File: src/rtl/multi_button_debouncer_pkg.sv
`default_nettype none
// ============================================================================
// Module      : multi_button_debouncer_pkg
// Description : State encoding and width helper for the button debouncer.
// Revision    : 1.0 - initial release
// ============================================================================
package multi_button_debouncer_pkg;

    typedef enum logic [1:0] {
        RELEASED = 2'd0,
        PRESSED  = 2'd1,
        LONG     = 2'd2
    } btnState_t;

    // Ceiling log2 with a minimum result of 1 so counters never get zero width.
    function automatic int clog2(input int value);
        int result;
        int remaining;
        result    = 0;
        remaining = value - 1;
        while (remaining > 0) begin
            result++;
            remaining = remaining >> 1;
        end
        return (result < 1) ? 1 : result;
    endfunction

endpackage
`default_nettype wire

File: src/rtl/multi_button_debouncer_button_channel.sv
`default_nettype none
// ============================================================================
// Module      : button_channel
// Description : Synchroniser, tick-qualified debounce and press/long FSM for
//               one button in the pressed=1 domain.
// Revision    : 1.0 - initial release
// ============================================================================
module button_channel
    import multi_button_debouncer_pkg::*;
#(
    parameter int SYNC_STAGES = 3,
    parameter int DEB_COUNT   = 4,
    parameter int LONG_COUNT  = 100
) (
    input  logic Clk,
    input  logic Rst,
    input  logic ClkEnable,
    input  logic RawIn,
    output logic Level,
    output logic PressPulse,
    output logic ReleasePulse,
    output logic LongPulse
);

    localparam int DEB_W  = clog2(DEB_COUNT + 1);
    localparam int HOLD_W = clog2(LONG_COUNT + 1);
    localparam logic [DEB_W-1:0]  c_DEB_LAST  = DEB_W'(DEB_COUNT - 1);
    localparam logic [HOLD_W-1:0] c_LONG_LAST = HOLD_W'(LONG_COUNT - 1);

    logic [SYNC_STAGES-1:0] r_sync;
    logic [DEB_W-1:0]       r_debCnt;
    logic [HOLD_W-1:0]      r_hold;
    btnState_t              r_state;

    logic w_sample;
    logic w_flip;
    logic w_rise;
    logic w_fall;

    assign w_sample = r_sync[SYNC_STAGES-1];
    // Level flips on this edge when the last needed disagreeing tick arrives.
    assign w_flip   = ClkEnable && (w_sample != Level) && (r_debCnt == c_DEB_LAST);
    assign w_rise   = w_flip && w_sample;
    assign w_fall   = w_flip && !w_sample;

    always_ff @(posedge Clk) begin
        if (Rst) begin
            r_sync <= '0;
        end else begin
            r_sync <= {r_sync[SYNC_STAGES-2:0], RawIn};
        end
    end

    always_ff @(posedge Clk) begin
        if (Rst) begin
            r_debCnt     <= '0;
            r_hold       <= '0;
            r_state      <= RELEASED;
            Level        <= 1'b0;
            PressPulse   <= 1'b0;
            ReleasePulse <= 1'b0;
            LongPulse    <= 1'b0;
        end else begin
            PressPulse   <= w_rise;
            ReleasePulse <= w_fall;
            LongPulse    <= 1'b0;

            if (ClkEnable) begin
                if (w_sample == Level) begin
                    r_debCnt <= '0;
                end else if (r_debCnt == c_DEB_LAST) begin
                    Level    <= w_sample;
                    r_debCnt <= '0;
                end else begin
                    r_debCnt <= r_debCnt + DEB_W'(1);
                end

                case (r_state)
                    RELEASED: begin
                        if (w_rise) begin
                            r_state <= PRESSED;
                            r_hold  <= '0;
                        end
                    end
                    PRESSED: begin
                        // A release on the same tick suppresses the long event.
                        if (w_fall) begin
                            r_state <= RELEASED;
                        end else if (r_hold == c_LONG_LAST) begin
                            LongPulse <= 1'b1;
                            r_state   <= LONG;
                        end else begin
                            r_hold <= r_hold + HOLD_W'(1);
                        end
                    end
                    LONG: begin
                        if (w_fall) begin
                            r_state <= RELEASED;
                        end
                    end
                    default: begin
                        r_state <= RELEASED;
                    end
                endcase
            end
        end
    end

endmodule
`default_nettype wire

File: src/rtl/multi_button_debouncer.sv
`default_nettype none
// ============================================================================
// Module      : multi_button_debouncer
// Description : NUM_BTN independent debounced buttons with level, press,
//               release and long-press outputs.
// Revision    : 1.0 - initial release
// ============================================================================
module multi_button_debouncer
    import multi_button_debouncer_pkg::*;
#(
    parameter int NUM_BTN     = 4,
    parameter int SYNC_STAGES = 3,
    parameter int DEB_COUNT   = 4,
    parameter int LONG_COUNT  = 100,
    parameter int ACTIVE_LOW  = 0
) (
    input  logic               Clk,
    input  logic               Rst,
    input  logic               ClkEnable,
    input  logic [NUM_BTN-1:0] ButtonIn,
    output logic [NUM_BTN-1:0] Level,
    output logic [NUM_BTN-1:0] PressPulse,
    output logic [NUM_BTN-1:0] ReleasePulse,
    output logic [NUM_BTN-1:0] LongPulse
);

    localparam logic c_INVERT = (ACTIVE_LOW != 0);

    logic [NUM_BTN-1:0] w_raw;

    assign w_raw = ButtonIn ^ {NUM_BTN{c_INVERT}};

    for (genvar i = 0; i < NUM_BTN; i++) begin : g_channel
        button_channel #(
            .SYNC_STAGES (SYNC_STAGES),
            .DEB_COUNT   (DEB_COUNT),
            .LONG_COUNT  (LONG_COUNT)
        ) u_channel (
            .Clk          (Clk),
            .Rst          (Rst),
            .ClkEnable    (ClkEnable),
            .RawIn        (w_raw[i]),
            .Level        (Level[i]),
            .PressPulse   (PressPulse[i]),
            .ReleasePulse (ReleasePulse[i]),
            .LongPulse    (LongPulse[i])
        );
    end

endmodule
`default_nettype wire

File: config.mk
export PLATFORM = sky130hd
export DESIGN_NAME = multi_button_debouncer
export DESIGN_NICKNAME = d
export VERILOG_FILES = /design/src/rtl/multi_button_debouncer_pkg.sv /design/src/rtl/multi_button_debouncer_button_channel.sv /design/src/rtl/multi_button_debouncer.sv
export SDC_FILE = /design/constraint.sdc
export NUM_CORES = 1
export LEC_CHECK = 0
export ABC_CLOCK_PERIOD_IN_PS = 1700
export CAP_MARGIN = 10
export CORE_ASPECT_RATIO = 0.9
export CORE_MARGIN = 2
export CORE_UTILIZATION = 43
export CTS_BUF_LIST = sky130_fd_sc_hd__clkbuf_4 sky130_fd_sc_hd__clkbuf_8 sky130_fd_sc_hd__clkbuf_16
export CTS_CLUSTER_SIZE = 28
export DETAILED_ROUTE_END_ITERATION = 7
export MAX_ROUTING_LAYER = met4
export RECOVER_POWER = 25
export SETUP_SLACK_MARGIN = 0.05
export SLEW_MARGIN = 30
export SYNTH_ARGS = -nofsm -noshare
export SYNTH_HDL_FRONTEND = slang
export SYNTH_SLANG_ARGS = --single-unit
File: constraint.sdc
create_clock -name Clk -period 1.7 [get_ports Clk]
set_clock_uncertainty 0.05 [all_clocks]
set_input_delay 0.34 -clock Clk [delete_from_list [all_inputs] [get_ports Clk]]
set_output_delay 0.34 -clock Clk [all_outputs]
set_load 0.005 [all_outputs]
# Word level (Yosys, flattened, before mapping)
# Cells that the tools add are included.
[totals]
in_bits = 7
word_cells = 185
regBits = 76
[classes]
reduce_logical = 44
n_addsub = 8
eq_ne = 44
n_mux = 48
n_bitwise = 9
[ops]
columns = ["op", "count"]
rows = [
  ["$mux W7", 12],
  ["$pmux W7 S2", 4],
  ["$mux W2", 16],
  ["$add A7 B1 Y7 const B", 4],
  ["$eq A7 B7 Y1 const B", 4],
  ["$mux W3", 8],
  ["$pmux W2 S3", 4],
  ["$reduce_and A5 Y1", 4],
  ["$logic_and A1 B1 Y1", 16],
  ["$ne A2 B1 Y1 const B", 8],
  ["$ne A2 B2 Y1 const B", 8],
  ["$reduce_and A4 Y1", 4],
  ["$reduce_or A4 Y1", 4],
  ["$add A3 B1 Y3 const B", 4],
  ["$eq A3 B2 Y1 const B", 4],
  ["$ne A3 B1 Y1 const B", 4],
  ["$reduce_and A3 Y1", 4],
  ["$not A1 Y1", 9],
  ["$eq A2 B1 Y1 const B", 4],
  ["$eq A2 B2 Y1 const B", 4],
  ["$logic_not A2 Y1", 4],
  ["$reduce_bool A2 Y1", 4],
  ["$eq A1 B1 Y1", 4],
  ["$logic_not A1 Y1", 4],
  ["other kinds (2)", 8],
]

# Logic depth before layout (Yosys ltp)
[depth]
ltp_word = 6
mapped_depth = 7

# Cells and area by module
# Synthesis repeated with hierarchy kept, for this count alone.
[hier_totals]
cells_unflattened = 382
hier_area_um2 = 3588.4
[by_module_without_submodules]
columns = ["module", "area_per_inst_um2", "seq_area_each_um2", "instances", "cells_per_inst"]
rows = [
  ["button_channel at g_channel[0].u_channel ...", 884.6, 380.4, 3, 94],
  ["button_channel at g_channel[3].u_channel", 934.6, 380.4, 1, 100],
]

# Worst setup path before layout
# OpenSTA, ideal clock, no wires.
[synth_timing]
kind = "register to register"
from = "reg g_channel[0].u_channel.r_debCnt[0]"
to = "reg g_channel[0].u_channel.r_hold[6]"
path_stages_with_launch = 7
arrival_time_ns = 1.573
n_path_buf = 0
setup_ns = 0.117
period_less_slack_ns = 1.740
setup_slack_ns = -0.040
cell_sequence = "dfxtp_1 > ha_1 > and4bb_2 > o221ai_2 > a211oi_4 > nand2_1 > a32o_1"
[synth_via]
elab_chain_cells = 5
[synth_lines]
columns = ["item", "line", "rtl"]
rows = [
  ["start: declaration", "multi_button_debouncer_button_channel.sv:31", "logic [DEB_W-1:0] r_debCnt;"],
  ["start signal: assignment", "multi_button_debouncer_button_channel.sv:75", "r_debCnt <= r_debCnt + DEB_W'(1);"],
  ["$eq A3 B2 Y1 (*)", "multi_button_debouncer_button_channel.sv:42", "assign w_flip = ClkEnable && (w_sample != Level) && (r_debCnt == c_DEB_LAST);"],
  ["$logic_and A1 B1 Y1 (*)", "multi_button_debouncer_button_channel.sv:42", ""],
  ["$logic_and A1 B1 Y1 (on tied branches)", "multi_button_debouncer_button_channel.sv:44, multi_button_debouncer_button_channel.sv:43", ""],
  ["$ne A2 B2 Y1 (no source line) / $ne A2 B1 Y1 (equally long branches)", "n/a", ""],
  ["$reduce_and A5 Y1 (no source line) (*)", "n/a", ""],
  ["end signal: assignment", "multi_button_debouncer_button_channel.sv:93", "r_hold <= r_hold + HOLD_W'(1);"],
  ["end: declaration", "multi_button_debouncer_button_channel.sv:32", "logic [HOLD_W-1:0] r_hold;"],
]
# Every way passes the cells marked *; elsewhere a longest branch is shown, timed or not.
# A chain may end at the register's enable or synchronous reset.

# Final worst setup path
[layout_timing]
from = "reg g_channel[0].u_channel.r_debCnt[0]"
to = "reg g_channel[0].u_channel.r_hold[1]"
# The elaborated chain is that of the path after synthesis.

==> summary.md <==
| Metric | Value |
|---|---|
| Status | `complete, but fails checks` |
| Failing checks | `negative setup slack` |
| Post-synth EDFFs | `0` |
| Top achievable clock speed | `561 MHz` |
| Worst Setup Start Kind | `flop` |
| Placed cell areas | `0.00421 mm²` |
| Die Width | `99.3 µm` |
| Core area | `0.00799 mm²` |
| Max clock buf depth | `2` |
| Min-delay worst type | `flop to flop` |
| NumNets Final | `498` |
| R2r worst-path depth | `7` |
| Clock latency on the worst-skew pair | `0.36 ns` |
| Die height | `89.8 µm` |
| Drt pass-1 iters | `6` |
| Final Power | `3.14 mW` |
| HPWL Detailed | `5020 µm` |
| Hold path depth | `1` |
| Hold wc startpoint | `g_channel[1].u_channel.r_sync[0]` |
| Gr usage total | `0.185` |
| RSZ-0062 raised after global routing | `true` |
| CP Class | `flop to flop` |
| Yosys top cell area share | `0.433` |
| Number of inserted diodes | `0` |
| Period utilisation layout | `1.05` |
| Worst Setup End Kind | `flop` |
| Most Used Layer, Global Route | `met2` |
| Hold WS | `0.388 ns` |
| Vias | `3,115` |
| Relative slew slack | `0.728` |
| Largest area contributor in the netlist | `dfxtp_1` |
| Met2 Use GR | `0.290` |
| Yosys Warn Count | `0` |
| Post-Syn Nets | `409` |
| Top post-synthesis cells by area | `dfxtp_1 (43%), a21oi_1 (4.4%), nor2_1 (4.2%)` |
| Starting DRT DRC Count | `110` |
| Clock sink count | `76` |
| # rows | `31` |
| Crit path from | `g_channel[0].u_channel.r_debCnt[0]` |
| Ys async rst share | `0` |
| Total grt overflow | `0` |
| Vias in the first global route | `2,890` |
| Flop and latch count out of synthesis | `76` |
| Met3 usage | `0.0498` |
| H-tree levels | `3` |
| Ys flop type | `dfxtp_1` |
| Global placement routability congestion | `0.871` |
| Starting density of the core | `0.440` |
| Crit path max fanout | `4` |
| Reg2reg end | `g_channel[0].u_channel.r_hold[1]` |
| Pre-CTS WS | `-0.585 ns` |
| Hold Fails Final Rpt | `0` |
| Setup WS post-layout | `-0.0824 ns` |
| Die Area | `0.00892 mm²` |
| Clock transition at path regs | `0.08 ns` |
| Yosys cell types | `64` |
| Tmin final | `1.78 ns` |
| Met1 Resource Use GR | `0.235` |
| Max-Cap Viols | `0` |
| Sequential area share after synthesis | `0.433` |
| Fin area | `0.00486 mm²` |
| TritonCTS buffer count | `9` |
| # fillers | `695` |
| Layout area overhead | `38.1%` |
| Mapped cell area | `0.00352 mm²` |
| Wire per inst | `13.8 µm` |
| Critical Path RT | `1.88 ns` |
| Power Dens Cells | `645 mW/mm²` |
| Endpoints failing setup | `12` |
| Post-Synthesis Cells | `394` |
| Lkg Pwr | `1.82 nW` |
| VDD IR max | `0.446 mV` |
| Clock tree from TritonCTS | `yes` |
| # IOs | `23` |
| First-pass GRT wire length | `13,200 µm` |
| Largest net degree at the start of global routing | `55` |
| Post-route ant nets | `0` |
| Flop-to-flop setup slack | `-0.08 ns` |
| DR vias/cell | `5.31` |
| Layout cell share with drive strength beyond 1 | `0.359` |
| Reg area | `0.00154 mm²` |
| I/O Buffers | `22` |
| Data arrival, critical path | `1.96 ns` |
| Clock root buffer | `clkbuf_8` |
| Initial antenna violation count | `0` |
| DRT Wirelength | `8130 µm` |
| Syn_area_per_cell | `8.93 µm²` |
| Hold Path End | `g_channel[1].u_channel.r_sync[1]` |
| Utilization after layout | `0.608` |
| Measured slew at the worst slew-check pin | `0.406 ns` |
| Footprint of the multi-input gates | `0.00210 mm²` |
| Critical R2R Launch | `g_channel[0].u_channel.r_debCnt[0]` |
| Post-route DRC | `0` |
| Max Slew Vio Count | `0` |
| Number of hold buffers added after CTS | `0` |
[sequential cells by signal, indices dropped and copies added (netlist names)]
signal / cells
g_channel.u_channel.r_state: 8
g_channel.u_channel.PressPulse: 4
g_channel.u_channel.Level: 4
g_channel.u_channel.r_debCnt: 12
g_channel.u_channel.LongPulse: 4
g_channel.u_channel.r_hold: 28
g_channel.u_channel.ReleasePulse: 4
g_channel.u_channel.r_sync: 12
[final cells by class]
type,instances,share of cell area
Clock buffer,9,0.0255
Clock inverter,7,0.00901
Inverter,9,0.00747
Multi-Input combinational cell,281,0.432
Sequential cell,76,0.318
Tap cell,99,0.0255
Timing Repair Buffer,106,0.183
[placed cells by master, fill, tap and decap left out, types with 4 or more instances in the layout]
cell type,n
a21oi_1,28
a31oi_1,5
and3_1,9
buf_4,76
buf_6,6
clkbuf_8,9
clkdlybuf4s50_1,16
clkinv_2,4
dfxtp_1,59
dfxtp_2,17
dlygate4sd2_1,5
ha_4,6
inv_1,8
mux2i_1,9
nand2_1,30
nand2b_1,9
nand3_1,11
nand4b_1,4
nor2_1,36
nor2b_1,14
nor3_1,6
nor3_2,4
nor3b_1,4
o21ai_0,10
or2_2,5
xnor2_1,4
[cell usage after synthesis, drive strengths merged (8+ instances only)]
cell    count
dfxtp      76
clkbuf      8
ha          8
o21ai      14
nor2       39
nor3       13
mux2i       9
inv         9
nand2      31
nand3      11
nand2b     12
a21oi      32
buf        21
nor2b      14
and3       10
[routing by layer]
layer / part of all wire / vias to the layer above / wire length, µm
met5: 0 / - / 0
met4: 0.0084 / 0 / 68
met3: 0.049 / 6 / 402
met2: 0.49 / 76 / 3960
met1: 0.45 / 1455 / 3690
li1: - / 1578 / -
[power by group]
part	leakage, nW	internal, mW	switching, mW
logic	1.11	0.0633	0.0747
clock network	0.0848	0.521	0.679
registers	0.623	1.79	0.00647
total	1.82	2.38	0.760
[critical path, cell delays in order, from the launching register on]
cell	delay (ns)
dfxtp_2	0.37
ha_4	0.14
and4bb_2	0.26
o221ai_4	0.12
a211oi_4	0.32
buf_6	0.16
mux2i_1	0.18
nor2_1	0.06
[logic make-up (layout without fill, tap and decap cells)]
logic type | count (synthesis) | count (layout) | synth area share
adder cells (fa/ha/maj) | 8 | 8 | 0.0285
AO/OA/AOI/OAI | 81 | 82 | 0.154
buffers and inverters | 38 | 131 | 0.0612
multiplexers | 10 | 10 | 0.0288
XOR/XNOR | 5 | 5 | 0.0125
flip-flops | 76 | 76 | 0.433
AND/OR/NAND/NOR | 176 | 176 | 0.282
[repair_timing]
item,in CTS,in global routing
pin swaps,27,29
setup buffers,13,7
endpoints found under the hold margin,0,0
setup endpoints to repair,36,36
gates resized for setup,52,27
cloned,1,0
[through the flow]
step,setup TNS (ns),cells
3_5_place_dp,-16.28,551
6_report,-0.497,587
3_3_place_gp,-15.53,551
2_1_floorplan,0,394
4_1_cts,-0.437,580
5_1_grt,-1.85,587
[worst max-delay path by stage]
| stage | depth (start not counted) | end | slack, ns |
|---|---|---|---|
| final | 7 | g_channel[0].u_channel.r_hold[1] | -0.08 |
| after global routing | 7 | g_channel[0].u_channel.r_hold[1] | -0.16 |
| after CTS | 7 | g_channel[0].u_channel.r_hold[1] | -0.08 |
| after detailed placement | 8 | g_channel[0].u_channel.r_hold[1] | -0.59 |
| after global placement | 8 | g_channel[0].u_channel.r_hold[1] | -0.53 |
| after floorplan | 6 | g_channel[0].u_channel.r_hold[6] | 0.04 |
(Power assumes the default switching activity.)
